===== src/rtl/jk_excitation_driver_if.sv =====
// Handshake and excitation bus between a requester, the jk_excitation_driver
// and the external JK flip-flop bank it drives.
interface jk_excitation_driver_if #(
  parameter int WIDTH = 4
);
  logic             start;
  logic [WIDTH-1:0] target;
  logic [WIDTH-1:0] q_fb;
  logic [WIDTH-1:0] J;
  logic [WIDTH-1:0] K;
  logic             busy;
  logic             done;
  logic             err;

  modport master (
    output start, target, q_fb,
    input  J, K, busy, done, err
  );

  modport slave (
    input  start, target, q_fb,
    output J, K, busy, done, err
  );
endinterface


===== src/rtl/jk_excitation_driver.sv =====
// Drives J/K of an external JK bank toward a latched target, verifies the bank via q_fb
// and retries up to MAX_RETRY times. Macro JK_TOGGLE_EXCITE_EN selects toggle-form excitation.
module jk_excitation_driver #(
  parameter int WIDTH     = 4,
  parameter int MAX_RETRY = 2
) (
  input logic                   CLK,
  input logic                   CLR,
  jk_excitation_driver_if.slave bus
);

  localparam int RW = (MAX_RETRY < 1) ? 1 : $clog2(MAX_RETRY + 1);
  localparam logic [RW-1:0] RETRY_LIMIT = RW'(MAX_RETRY);

  typedef enum logic [1:0] {
    IDLE  = 2'd0,
    DRIVE = 2'd1,
    CHECK = 2'd2,
    ERROR = 2'd3
  } state_t;

  // Per-bit JK excitation table; returns {J, K}. Hold bits never get J=K=1.
  function automatic logic [2*WIDTH-1:0] excite(input logic [WIDTH-1:0] cur,
                                                input logic [WIDTH-1:0] nxt);
`ifdef JK_TOGGLE_EXCITE_EN
    excite = {cur | nxt, ~(cur & nxt)};
`else
    excite = {~cur & nxt, cur & ~nxt};
`endif
  endfunction

  state_t           state_r, state_s;
  logic [WIDTH-1:0] tgt_r, tgt_s;
  logic [RW-1:0]    retry_r, retry_s;
  logic [WIDTH-1:0] j_r, j_s;
  logic [WIDTH-1:0] k_r, k_s;
  logic             busy_r, busy_s;
  logic             done_r, done_s;
  logic             err_r, err_s;

  // Next-state and next-output decode.
  always_comb begin
    state_s = state_r;
    tgt_s   = tgt_r;
    retry_s = retry_r;
    j_s     = {WIDTH{1'b0}};
    k_s     = {WIDTH{1'b0}};
    done_s  = 1'b0;
    err_s   = err_r;
    case (state_r)
      IDLE, ERROR: begin
        if (bus.start) begin
          tgt_s      = bus.target;
          retry_s    = {RW{1'b0}};
          err_s      = 1'b0;
          state_s    = DRIVE;
          {j_s, k_s} = excite(bus.q_fb, bus.target);
        end else begin
          state_s = state_r;
        end
      end
      DRIVE: begin
        state_s = CHECK;
      end
      CHECK: begin
        if (bus.q_fb == tgt_r) begin
          state_s = IDLE;
          done_s  = 1'b1;
        end else if (retry_r < RETRY_LIMIT) begin
          retry_s    = retry_r + RW'(1'b1);
          state_s    = DRIVE;
          {j_s, k_s} = excite(bus.q_fb, tgt_r);
        end else begin
          state_s = ERROR;
          err_s   = 1'b1;
        end
      end
      default: begin
        state_s = IDLE;
      end
    endcase
    busy_s = (state_s == DRIVE) || (state_s == CHECK);
  end

  // State and registered outputs; CLR aborts any drive in progress.
  always_ff @(posedge CLK or negedge CLR) begin
    if (!CLR) begin
      state_r <= IDLE;
      tgt_r   <= {WIDTH{1'b0}};
      retry_r <= {RW{1'b0}};
      j_r     <= {WIDTH{1'b0}};
      k_r     <= {WIDTH{1'b0}};
      busy_r  <= 1'b0;
      done_r  <= 1'b0;
      err_r   <= 1'b0;
    end else begin
      state_r <= state_s;
      tgt_r   <= tgt_s;
      retry_r <= retry_s;
      j_r     <= j_s;
      k_r     <= k_s;
      busy_r  <= busy_s;
      done_r  <= done_s;
      err_r   <= err_s;
    end
  end

  assign bus.J    = j_r;
  assign bus.K    = k_r;
  assign bus.busy = busy_r;
  assign bus.done = done_r;
  assign bus.err  = err_r;

endmodule


===== src/flat_wrapper.sv =====
// flat-port wrapper written by rule: the top's interface ports become plain ports
module jk_excitation_driver_flat 
#(
  parameter int WIDTH     = 4,
  parameter int MAX_RETRY = 2
)
  (CLK, CLR, bus_start, bus_target, bus_q_fb, bus_J, bus_K, bus_busy, bus_done, bus_err);
  jk_excitation_driver_if #(.WIDTH(WIDTH)) bus_i ();
  input logic CLK;
  input logic CLR;
  input wire logic [$bits(bus_i.start)-1:0] bus_start;
  input wire logic [$bits(bus_i.target)-1:0] bus_target;
  input wire logic [$bits(bus_i.q_fb)-1:0] bus_q_fb;
  output wire logic [$bits(bus_i.J)-1:0] bus_J;
  output wire logic [$bits(bus_i.K)-1:0] bus_K;
  output wire logic [$bits(bus_i.busy)-1:0] bus_busy;
  output wire logic [$bits(bus_i.done)-1:0] bus_done;
  output wire logic [$bits(bus_i.err)-1:0] bus_err;
  assign bus_i.start = bus_start;
  assign bus_i.target = bus_target;
  assign bus_i.q_fb = bus_q_fb;
  assign bus_J = bus_i.J;
  assign bus_K = bus_i.K;
  assign bus_busy = bus_i.busy;
  assign bus_done = bus_i.done;
  assign bus_err = bus_i.err;
  jk_excitation_driver #(.WIDTH(WIDTH), .MAX_RETRY(MAX_RETRY)) u_core (.CLK(CLK), .CLR(CLR), .bus(bus_i));
endmodule

===== config.mk =====
export PLATFORM = sky130hd
export DESIGN_NAME = jk_excitation_driver_flat
export DESIGN_NICKNAME = d
export VERILOG_FILES = /design/src/rtl/jk_excitation_driver_if.sv /design/src/rtl/jk_excitation_driver.sv /design/src/flat_wrapper.sv
export SDC_FILE = /design/constraint.sdc
export NUM_CORES = 1
export LEC_CHECK = 0
export BUFFER_PORTS_ARGS = -buffer_cell sky130_fd_sc_hd__buf_2
export CAP_MARGIN = 20
export CELL_PAD_IN_SITES_DETAIL_PLACEMENT = 1
export CELL_PAD_IN_SITES_GLOBAL_PLACEMENT = 1
export CORE_ASPECT_RATIO = 0.6
export CORE_MARGIN = 5
export CORE_UTILIZATION = 41
export DETAILED_ROUTE_END_ITERATION = 10
export GPL_ROUTABILITY_DRIVEN = 0
export PLACE_DENSITY = 0.79
export SYNTH_ARGS = -nofsm -noshare
export SYNTH_HDL_FRONTEND = slang
export SYNTH_SLANG_ARGS = --single-unit

===== constraint.sdc =====
create_clock -name CLK -period 1.9 [get_ports CLK]
set_input_delay 0.095 -clock CLK [delete_from_list [all_inputs] [get_ports CLK]]
set_output_delay 0.095 -clock CLK [all_outputs]
set_load 0.1 [all_outputs]

**Yosys cells after proc, flatten, opt, wreduce, memory -nomap -nowiden**

Cells that the tools add are included.

- Bits in registers: 19
- Input bits: 11
- Output and inout bits: 11

- Add/sub/neg operators: 1
- Magnitude comparators: 1
- Equality and inequality tests: 10
- Mux-type cells: 22
- Bitwise operators: 7
- Reductions and logical operators: 7

Operator list:

| kind | number |
|---|---|
| $mux W4 | 6 |
| $and A4 B4 Y4 | 4 |
| $pmux W4 S2 | 2 |
| $mux W2 | 6 |
| $not A4 Y4 | 3 |
| $reduce_and A4 Y1 | 2 |
| $eq A2 B2 Y1 const B | 3 |
| $ne A2 B2 Y1 const B | 3 |
| $pmux W2 S3 | 1 |
| $mux W1 | 5 |
| $eq A2 B1 Y1 const B | 2 |
| $eq A4 B4 Y1 | 1 |
| $pmux W2 S2 | 1 |
| $add A2 B1 Y2 const B | 1 |
| $logic_not A2 Y1 | 1 |
| $lt A2 B2 Y1 const B | 1 |
| $ne A2 B1 Y1 const B | 1 |
| $pmux W1 S2 | 1 |
| $reduce_and A2 Y1 | 1 |
| $reduce_bool A2 Y1 | 1 |
| $reduce_or A2 Y1 | 1 |
| $logic_or A1 B1 Y1 | 1 |

**Logic depth before layout (Yosys ltp)**

Gate-level depths: netlist (run 1).

- Depth in word-level cells: 6
- Gate-level depth with buffers: 8

**Least setup slack after synthesis (run 1)**

Ideal clock, no wire load.

- Path type: register to register
- From: register u_core.state_r[0]
- To: register u_core.tgt_r[0]
- Arrival: 1.324 ns
- Data required time: 1.774 ns
- Setup slack: 0.450 ns
- Cell stages (with the launch flop): 9
- Path buffers: 3
- Period minus slack after synthesis: 1.450 ns
- Cell sequence: dfrtp_1 > inv_1 > ha_1 > buf_6 > and2_4 > buf_8 > buf_12 > nand2_1 > o21ai_0

- Word-level cells in the longest chain between the ends: 3

Ends and longest elaborated chain:

| element | RTL line | RTL |
|---|---|---|
| start: declaration | jk_excitation_driver.sv:32 | `state_t state_r, state_s;` |
| start signal: assignment | jk_excitation_driver.sv:97 | `state_r <= state_s;` |
| $eq A2 B2 Y1 / $logic_not A2 Y1 (equally long branches) | jk_excitation_driver.sv:50 | `case (state_r)` |
| $reduce_or A2 Y1 * | jk_excitation_driver.sv:50 |  |
| $reduce_and A2 Y1 (no source line) * | -- |  |
| end signal: assignment | jk_excitation_driver.sv:89 | `tgt_r <= {WIDTH{1'b0}};` |
| end signal: assignment | jk_excitation_driver.sv:98 | `tgt_r <= tgt_s;` |
| end: declaration | jk_excitation_driver.sv:33 | `logic [WIDTH-1:0] tgt_r, tgt_s;` |

Every way passes the cells marked *; elsewhere a longest branch is shown, timed or not.
A chain may end at the register's enable or synchronous reset.

**Final worst setup path (run 1)**

- From: register u_core.state_r[0]
- To: register u_core.j_r[0], in the netlist u_core.bus.J[0]

- Word-level cells in the longest chain between the ends: 3

Ends and longest elaborated chain:

| element | RTL line | RTL |
|---|---|---|
| $eq A2 B2 Y1 / $logic_not A2 Y1 (equally long branches) | jk_excitation_driver.sv:50 |  |
| $reduce_or A2 Y1 | jk_excitation_driver.sv:50 |  |
| $pmux W4 S2 * | jk_excitation_driver.sv:50 |  |
| net u_core.j_s[0] | jk_excitation_driver.sv:35 | `logic [WIDTH-1:0] j_r, j_s;` |
| end signal: assignment | jk_excitation_driver.sv:91 | `j_r <= {WIDTH{1'b0}};` |
| end signal: assignment | jk_excitation_driver.sv:100 | `j_r <= j_s;` |
| end: declaration | jk_excitation_driver.sv:35 |  |

The timed path passes the listed nets; every way through them passes the cells marked *.

==> impl_metrics.csv, run 1 <==
group,metric,value,unit
worst_setup_path,timing.rr.end,"u_core.bus.J[0]",
route,vias_per_cell,5.32,
clock_tree,clock_latency,0.26,ns
timing,finalCriticalPeriod,1.70,ns
timing,maxSlewViolCount,0,
worst_setup_path,ff2ff_setup_slack,0.20,ns
timing,max_freq,588,MHz
die,chipHeight,50.0,um
synthesis,syn_inst,109,
synthesis,synth_nets,130,
die,core,2520,um^2
die,dieArea,3840,um^2
timing,rsz0062_at_grt,"no",
timing,setup_tns,0,ns
global_route,grt_pass1_vias,938,
flow_run,drv_cap,0,
timing,fin_crit_sh,0.894,
synthesis,avgSynthCellArea,10.0,um^2
worst_setup_path,worstPathCellList,"inv_1 > ha_1 > and2_4 > nand3_1 > a21oi_1",
global_route,grt_antenna_before_repair,0,
global_route,overflow,0,
cells_and_area,nNetsFinal,155,
placed_design,io_buffers,21,
die,boundaryPins,22,
worst_setup_path,crit_type,"flop to flop",
power_and_ir_drop,p_leak,0.662,nW
power_and_ir_drop,cellPowerDensity,1900,nW/um^2
global_route,grt_pass1_wl,4640,um
synthesis,ys_ff_latch,19,
route,antenna_left,0,
timing,relSlewSlack,0.677,
cells_and_area,fin_area,1270,um^2
route,routed_wl,2840,um
clock_tree,clk_path_buf_depth,2,
die,num_rows,14,
placed_design,place_inst,160,
clock_tree,numCtsBuffers,3,
clock_tree,ctsRootBufferMaster,"clkbuf_8",
clock_tree,cts_setup_buffers,0,
timing,final-setup-viol-count,0,
clock_tree,cts_max_level,1,
route,vias,877,
min_path,min_to,"u_core.tgt_r[2]",
timing,tightest_slew,0.488,ns
power_and_ir_drop,max-vdd-ir-drop,1200,uV
min_path,hold_class,"input port to flop",
die,initial_core_util,0.434,
worst_setup_path,rr_worst_depth,5,
synthesis,ys_types,27,
clock_tree,cts_resized,0,
worst_setup_path,path_max_fanout,16,
clock_tree,cts_sinks,19,
timing,finClkSkew,0.00279,ns
cells_and_area,fin_cells,165,
placed_design,hpwl,2140,um
route,drt_iter0_drc,37,
synthesis,synth_area_leaders,"dfrtp_1 43%, ha_1 11%, nand3_1 5.5%, a21oi_1 4.6%, inv_1 4.1%",
worst_setup_path,start_kind,"flop",
min_path,min_delay_path_depth,3,
route,drtPass1Iterations,4,
worst_setup_path,arrival,1.88,ns
worst_setup_path,crit_slowest_cell,"ha_1",
die,die_w,76.7,um
cells_and_area,final_common_cell,"buf_2",
clock_tree,cts_hold_buf,1,
cells_and_area,layout-area-overhead-vs-synth,15.8,%
cells_and_area,drive_above_1_share,0.286,
synthesis,netlist.area_leader.share,0.434,
worst_setup_path,reg2reg_from,"u_core.state_r[0]",
worst_setup_path,crit_buf_inv,1,
worst_setup_path,max_stage_delay,0.48,ns
synthesis,synth_top_area_cell,"dfrtp_1",
cells_and_area,multiInputGateArea,508,um^2
run_status,outcome,"complete, no violations",
cells_and_area,filler_cell_count,294,
cells_and_area,final_cell_mix,"21 x buf_2, 19 x dfrtp_1, 12 x inv_1, 12 x nand3_1",
synthesis,synth_seq_area_share,0.434,
cells_and_area,n_antenna_cell,0,
global_route,grt_max_degree,20,
min_path,min_from,"bus_target[2]",
synthesis,syn-cell-area,1090,um^2
cells_and_area,fin_util,0.502,
cells_and_area,regArea,475,um^2
placed_design,placed_cell_area,1210,um^2
clock_tree,cts_tree,"done",
route,remaining_drc_errors,0,
timing,hold_viol,0,
clock_tree,cts.clk_slew.worst_paths,0.07,ns
route,wl_per_cell,17.2,um
worst_setup_path,crit_path_end_kind,"flop",
global_route,grt_usage,0.155,
worst_setup_path,required,2.08,ns
worst_setup_path,cp_top_family,"adder cells",
synthesis,yosysWarnings,0,
stage by stage:
stage	setup WS (ns)	hold WS, ns	total power [mW]
2_1_floorplan	0.450	-0.201	1.88
3_3_place_gp	0.320	0.0569	2.06
3_5_place_dp	0.282	0.0652	2.12
4_1_cts	0.223	0.0673	2.43
5_1_grt	0.134	0.0890	2.57
6_report	0.201	0.0676	2.41
synthesized netlist by cell type:
cell type,count
nand3b_1,2
buf_12,1
a21boi_0,2
a31o_2,1
buf_2,4
a2bb2oi_1,1
buf_8,1
nor2_1,4
o211ai_1,1
o2111ai_1,1
o21ai_0,8
a31oi_1,3
ha_1,10
nand3b_4,2
nor2b_1,2
inv_1,12
dfrtp_1,19
nand3_1,12
xnor2_1,1
a21oi_1,10
nand4_2,1
a21oi_2,2
or2b_1,1
buf_6,1
and2b_2,1
nand2_1,5
and2_4,1
state kept, by name (all words and copies together) (netlist names):
name             flops
u_core.state_r       2
u_core.bus.err       1
u_core.bus.J         4
u_core.bus.busy      1
u_core.retry_r       2
u_core.bus.K         4
u_core.bus.done      1
u_core.tgt_r         4
metal layers:
metal / track usage / wire [um]
met4: 0.0523 / 59
met2: 0.239 / 1250
met1: 0.201 / 1340
met3: 0.0564 / 184
met5: 0 / 0
where the power goes:
| group | total, mW | internal [mW] | switching [mW] |
|---|---|---|---|
| Clock | 0.285 | 0.146 | 0.139 |
| Sequential | 0.658 | 0.556 | 0.102 |
| Combinational | 1.47 | 0.413 | 1.06 |
cells by family after synthesis:
kind of cell             after synthesis  share of synthesized area
adder cells (fa/ha/maj)               10                      0.114
AO/OA/AOI/OAI                         29                      0.160
AND/OR/NAND/NOR                       31                      0.182
buffers and inverters                 19                      0.102
flip-flops                            19                      0.434
XOR/XNOR                               1                    0.00800
how the worst max path moves through the flow:
| stage | from | endpoint | slack [ns] | cells past startpoint |
|---|---|---|---|---|
| floorplan | u_core.state_r[0] | u_core.tgt_r[0] | 0.45 | 8 |
| global placement | u_core.state_r[0] | u_core.bus.J[2] | 0.32 | 5 |
| detailed placement | u_core.state_r[0] | u_core.bus.J[3] | 0.28 | 5 |
| CTS | u_core.state_r[0] | u_core.bus.J[0] | 0.22 | 5 |
| global route | u_core.state_r[0] | u_core.bus.J[0] | 0.13 | 5 |
| finish | u_core.state_r[0] | u_core.bus.J[0] | 0.20 | 5 |
final cells by class:
| cell class | instances | share of cell area |
|---|---|---|
| multi-input cells | 71 | 0.401 |
| repair buffers | 27 | 0.120 |
| well taps | 32 | 0.0316 |
| flip-flops and latches | 19 | 0.375 |
| clock inverters | 1 | 0.00395 |
| clock buffers | 3 | 0.0326 |
| inverters | 12 | 0.0355 |
worst min-delay path, stage by stage:
cell and delay [ns]:
buf_2 0.09, nand2_1 0.04, o21ai_0 0.06
Note: power is estimated with default switching activity, not from simulation.
==> run 2: changes to the inputs <==
--- a/config.mk
+++ b/config.mk
@@ -11,10 +11,10 @@
 export CELL_PAD_IN_SITES_GLOBAL_PLACEMENT = 1
 export CORE_ASPECT_RATIO = 0.6
 export CORE_MARGIN = 5
-export CORE_UTILIZATION = 41
+export CORE_UTILIZATION = 44
 export DETAILED_ROUTE_END_ITERATION = 10
 export GPL_ROUTABILITY_DRIVEN = 0
-export PLACE_DENSITY = 0.79
+export PLACE_DENSITY = 0.83
 export SYNTH_ARGS = -nofsm -noshare
 export SYNTH_HDL_FRONTEND = slang
 export SYNTH_SLANG_ARGS = --single-unit
==> constraint.sdc (replaced) <==
create_clock -name CLK -period 2 [get_ports CLK]
set_input_delay 0.1 -clock CLK [delete_from_list [all_inputs] [get_ports CLK]]
set_output_delay 0.1 -clock CLK [all_outputs]
set_load 0.1 [all_outputs]
==> impl_metrics.csv, run 2 (synthesized netlist as in run 1, its figures left out) <==
group,metric,value,unit
route,wl_per_cell,16.5,um
cells_and_area,final_common_cell,"buf_2",
clock_tree,clock_latency,0.26,ns
route,drtPass1Iterations,4,
worst_setup_path,arrival,1.83,ns
die,core,2430,um^2
route,vias_per_cell,5.37,
global_route,grt_usage,0.166,
cells_and_area,nNetsFinal,153,
die,initial_core_util,0.450,
clock_tree,cts_resized,0,
cells_and_area,filler_cell_count,298,
global_route,overflow,0,
timing,relSlewSlack,0.672,
placed_design,io_buffers,21,
clock_tree,cts_hold_buf,1,
clock_tree,cts.clk_slew.worst_paths,0.08,ns
power_and_ir_drop,cellPowerDensity,1810,nW/um^2
cells_and_area,fin_cells,163,
global_route,grt_max_degree,20,
die,die_w,74.4,um
route,routed_wl,2690,um
timing,final-setup-viol-count,0,
timing,fin_crit_sh,0.832,
cells_and_area,final_cell_mix,"21 x buf_2, 19 x dfrtp_1, 12 x inv_1, 12 x nand3_1",
timing,max_freq,601,MHz
timing,rsz0062_at_grt,"no",
cells_and_area,n_antenna_cell,0,
clock_tree,cts_tree,"done",
global_route,grt_pass1_vias,936,
worst_setup_path,crit_type,"flop to flop",
power_and_ir_drop,total_power,2.26,mW
timing,tightest_slew,0.496,ns
global_route,grt_pass1_wl,4600,um
placed_design,place_inst,158,
die,chipHeight,48.6,um
placed_design,hpwl,2070,um
route,vias,875,
worst_setup_path,path_max_fanout,12,
worst_setup_path,crit_path_end_kind,"flop",
die,num_rows,14,
cells_and_area,layout-area-overhead-vs-synth,14.4,%
timing,setup_tns,0,ns
timing,maxSlewViolCount,0,
min_path,min_delay_path_depth,3,
power_and_ir_drop,p_leak,0.652,nW
run_status,outcome,"complete, no violations",
clock_tree,cts_sinks,19,
global_route,grt_antenna_before_repair,0,
clock_tree,clk_path_buf_depth,2,
clock_tree,numCtsBuffers,3,
worst_setup_path,required,2.17,ns
power_and_ir_drop,max-vdd-ir-drop,832,uV
min_path,hold_class,"input port to flop",
route,remaining_drc_errors,0,
clock_tree,cts_setup_buffers,0,
clock_tree,ctsRootBufferMaster,"clkbuf_8",
timing,finalCriticalPeriod,1.66,ns
route,antenna_left,0,
die,dieArea,3620,um^2
cells_and_area,drive_above_1_share,0.275,
route,drt_iter0_drc,57,
die,boundaryPins,22,
worst_setup_path,start_kind,"flop",
clock_tree,cts_max_level,1,
timing,finClkSkew,0.00694,ns
flow_run,drv_cap,0,
worst_setup_path,rr_worst_depth,6,
timing,hold_viol,0,
-- run 2: changes by cell type in the layout (fill, tap and decap cells not counted) --
cell and delta:
buf_4 -2
-- run 2: critical path, cell delays in order, from the launching register on --
cell and delay [ns]:
dfrtp_1 0.42, inv_1 0.09, ha_1 0.42, nor2b_1 0.19, buf_4 0.18, nand3_1 0.11
a21oi_1 0.17
-- run 2: worst paths after layout --
path	endpoint	slack, ns	start
max	u_core.bus.J[2]	0.34	u_core.state_r[0]
min	u_core.tgt_r[1]	0.10	bus_target[1]
max reg2reg	u_core.bus.J[2]	0.34	u_core.state_r[0]
min reg2reg	u_core.bus.err	0.55	u_core.bus.err
max in group asynchronous	u_core.bus.err	1.38	CLR
min in group asynchronous	u_core.bus.K[0]	0.31	CLR
-- run 2: per-layer routing --
| layer | routed length, um | share of wire | up-vias | GRT usage |
|---|---|---|---|---|
| li1 | - | - | 415 | - |
| met1 | 1240 | 0.46 | 433 | 0.225 |
| met2 | 1250 | 0.46 | 23 | 0.257 |
| met3 | 169 | 0.063 | 4 | 0.0558 |
| met4 | 27 | 0.010 | 0 | 0.0325 |
| met5 | 0 | 0 | - | 0 |
-- run 2: stage by stage --
step / hold slack, ns / util / worst slack [ns] / cell area [um^2]
2_1_floorplan: -0.196 / - / 0.550 / 1090
3_3_place_gp: 0.0682 / 0.491 / 0.520 / 1200
3_5_place_dp: 0.0692 / 0.491 / 0.368 / 1200
4_1_cts: 0.0910 / 0.514 / 0.337 / 1250
5_1_grt: 0.115 / 0.514 / 0.213 / 1250
6_report: 0.102 / 0.514 / 0.335 / 1250
-- run 2: final cells by class --
cell class                      instances  area [um^2]  share of cell area
Inverter                               12         45.0              0.0360
Clock inverter                          1         5.00             0.00400
Clock buffer                            3         41.3              0.0330
Sequential cell                        19          475               0.380
Timing Repair Buffer                   25          138               0.110
Tap cell                               32         40.0              0.0320
Multi-Input combinational cell         71          508               0.406
-- run 2: where the power goes --
part	internal [mW]	switching [mW]	leakage, nW
Clock	0.139	0.134	0.0255
Sequential	0.528	0.0972	0.248
Combinational	0.379	0.988	0.379
Total	1.05	1.22	0.652
==> run 3: changes to the inputs <==
--- a/config.mk
+++ b/config.mk
@@ -11,10 +11,10 @@
 export CELL_PAD_IN_SITES_GLOBAL_PLACEMENT = 1
 export CORE_ASPECT_RATIO = 0.6
 export CORE_MARGIN = 5
-export CORE_UTILIZATION = 44
+export CORE_UTILIZATION = 41
 export DETAILED_ROUTE_END_ITERATION = 10
 export GPL_ROUTABILITY_DRIVEN = 0
-export PLACE_DENSITY = 0.83
+export PLACE_DENSITY = 0.79
 export SYNTH_ARGS = -nofsm -noshare
 export SYNTH_HDL_FRONTEND = slang
 export SYNTH_SLANG_ARGS = --single-unit
==> constraint.sdc (replaced) <==
create_clock -name CLK -period 1.55 [get_ports CLK]
set_input_delay 0.0775 -clock CLK [delete_from_list [all_inputs] [get_ports CLK]]
set_output_delay 0.0775 -clock CLK [all_outputs]
set_load 0.1 [all_outputs]
==> impl_metrics.csv, run 3 (synthesized netlist as in run 1, its figures left out) <==
group,metric,value,unit
run_status,outcome,"complete, no violations",
placed_design,place_inst,160,
cells_and_area,fin_cells,168,
die,core,2520,um^2
global_route,met2_usage,0.235,
global_route,top_usage_layer,"met2",
power_and_ir_drop,total_power,3.12,mW
power_and_ir_drop,max-vdd-ir-drop,1020,uV
die,boundaryPins,22,
global_route,grt_pass1_vias,960,
timing,finalCriticalPeriod,1.47,ns
route,vias,890,
global_route,grt_use_met1,0.213,
die,die_w,76.7,um
route,routed_wl,2860,um
timing,fin_crit_sh,0.951,
worst_setup_path,crit_type,"flop to flop",
min_path,hold_class,"input port to flop",
cells_and_area,drive_above_1_share,0.309,
timing,final-setup-viol-count,0,
worst_setup_path,start_kind,"flop",
clock_tree,clock_latency,0.27,ns
timing,maxSlewViolCount,0,
timing,tightest_slew,0.497,ns
clock_tree,cts_max_level,1,
route,drt_iter0_drc,25,
clock_tree,cts_sinks,19,
cells_and_area,final_common_cell,"buf_2",
timing,hold_viol,0,
route,antenna_left,0,
worst_setup_path,crit_path_end_kind,"flop",
placed_design,hpwl,2000,um
power_and_ir_drop,p_leak,0.672,nW
timing,relSlewSlack,0.671,
placed_design,io_buffers,21,
timing,fin_hold_ws,0.0572,ns
global_route,grt_pass1_wl,4770,um
global_route,overflow,0,
global_route,grt_antenna_before_repair,0,
cells_and_area,final_cell_mix,"21 x buf_2, 19 x dfrtp_1, 12 x inv_1, 12 x nand3_1, 10 x a21oi_1",
cells_and_area,nNetsFinal,158,
timing,max_freq,678,MHz
worst_setup_path,required,1.73,ns
clock_tree,cts.clk_slew.worst_paths,0.08,ns
flow_run,drv_cap,0,
timing,finClkSkew,0.00811,ns
worst_setup_path,crit_slowest_cell,"dfrtp_1",
global_route,grt_usage,0.158,
clock_tree,ctsRootBufferMaster,"clkbuf_8",
die,initial_core_util,0.434,
route,wl_per_cell,17.0,um
route,remaining_drc_errors,0,
die,chipHeight,50.0,um
die,num_rows,14,
cells_and_area,n_antenna_cell,0,
worst_setup_path,arrival,1.66,ns
global_route,use_met3,0.0509,
clock_tree,cts_tree,"done",
worst_setup_path,worstPathCellList,"ha_1 > nand4_4 > a21boi_1 > a2bb2oi_1",
cells_and_area,layout-area-overhead-vs-synth,18.9,%
route,vias_per_cell,5.30,
power_and_ir_drop,cellPowerDensity,2400,nW/um^2
worst_setup_path,max_stage_delay,0.40,ns
die,dieArea,3840,um^2
clock_tree,clk_path_buf_depth,2,
worst_setup_path,path_max_fanout,9,
route,drtPass1Iterations,4,
global_route,grt_max_degree,20,
clock_tree,numCtsBuffers,3,
cells_and_area,fin_util,0.516,
-- run 3: cell count changes in the layout (fill, tap and decap cells not counted), sizes merged --
cell  delta
buf      +4
and2     +1
-- run 3: worst paths after layout --
kind | startpoint | endpoint | slack [ns] | cells past startpoint
min reg2reg | u_core.tgt_r[1] | u_core.tgt_r[1] | 0.59 | 2
max | u_core.tgt_r[2] | u_core.bus.busy | 0.08 | 4
min in group asynchronous | CLR | u_core.tgt_r[0] | 0.28 | 2
max reg2reg | u_core.tgt_r[2] | u_core.bus.busy | 0.08 | 4
max in group asynchronous | CLR | u_core.bus.J[3] | 0.97 | 2
min | bus_target[1] | u_core.tgt_r[1] | 0.06 | 3
-- run 3: critical path: cells and delay by family (launching register included) --
family,cells,cell delay (ns)
AOI/OAI and AO/OA,2,0.45
DFF,1,0.40
and+or+nand+nor,1,0.18
adders and majority gates,1,0.36
-- run 3: layer usage --
metal / wire, um / part of all wire
met2: 1280 / 0.45
met5: 0 / 0
met3: 174 / 0.061
met4: 30 / 0.010
met1: 1370 / 0.48
-- run 3: what timing repair did --
action                                  in CTS  in global routing
buffers inserted                             0                  2
endpoints found under the hold margin       19                  0
cloned                                       1                  0
pin swaps                                    1                  0
gates resized for setup                      2                  1
endpoints found under the setup margin       6                  8
hold buffers                                 1                  0
-- run 3: cell type report --
type | count | area (um^2)
clock buffer | 3 | 41.3
clock inverter | 1 | 5.00
fill | 294 | 1220
inverter | 12 | 45.0
multi-input combinational | 72 | 527
sequential | 19 | 475
tap | 32 | 40.0
timing repair buffer | 29 | 168
-- run 3: report_power, final --
group,internal (mW),switching (mW)
Combinational,0.598,1.36
Sequential,0.681,0.120
Clock,0.179,0.181
-- run 3: metrics by stage --
stage / TNS [ns] / cell area, um^2 / worst slack [ns]
after global routing: -0.00564 / 1300 / -0.00365
after detailed placement: -0.0242 / 1210 / -0.0133
final: 0 / 1300 / 0.0761
after CTS: 0 / 1280 / 0.0154
after global placement: 0 / 1210 / 0.0422
after floorplan: 0 / 1090 / 0.100
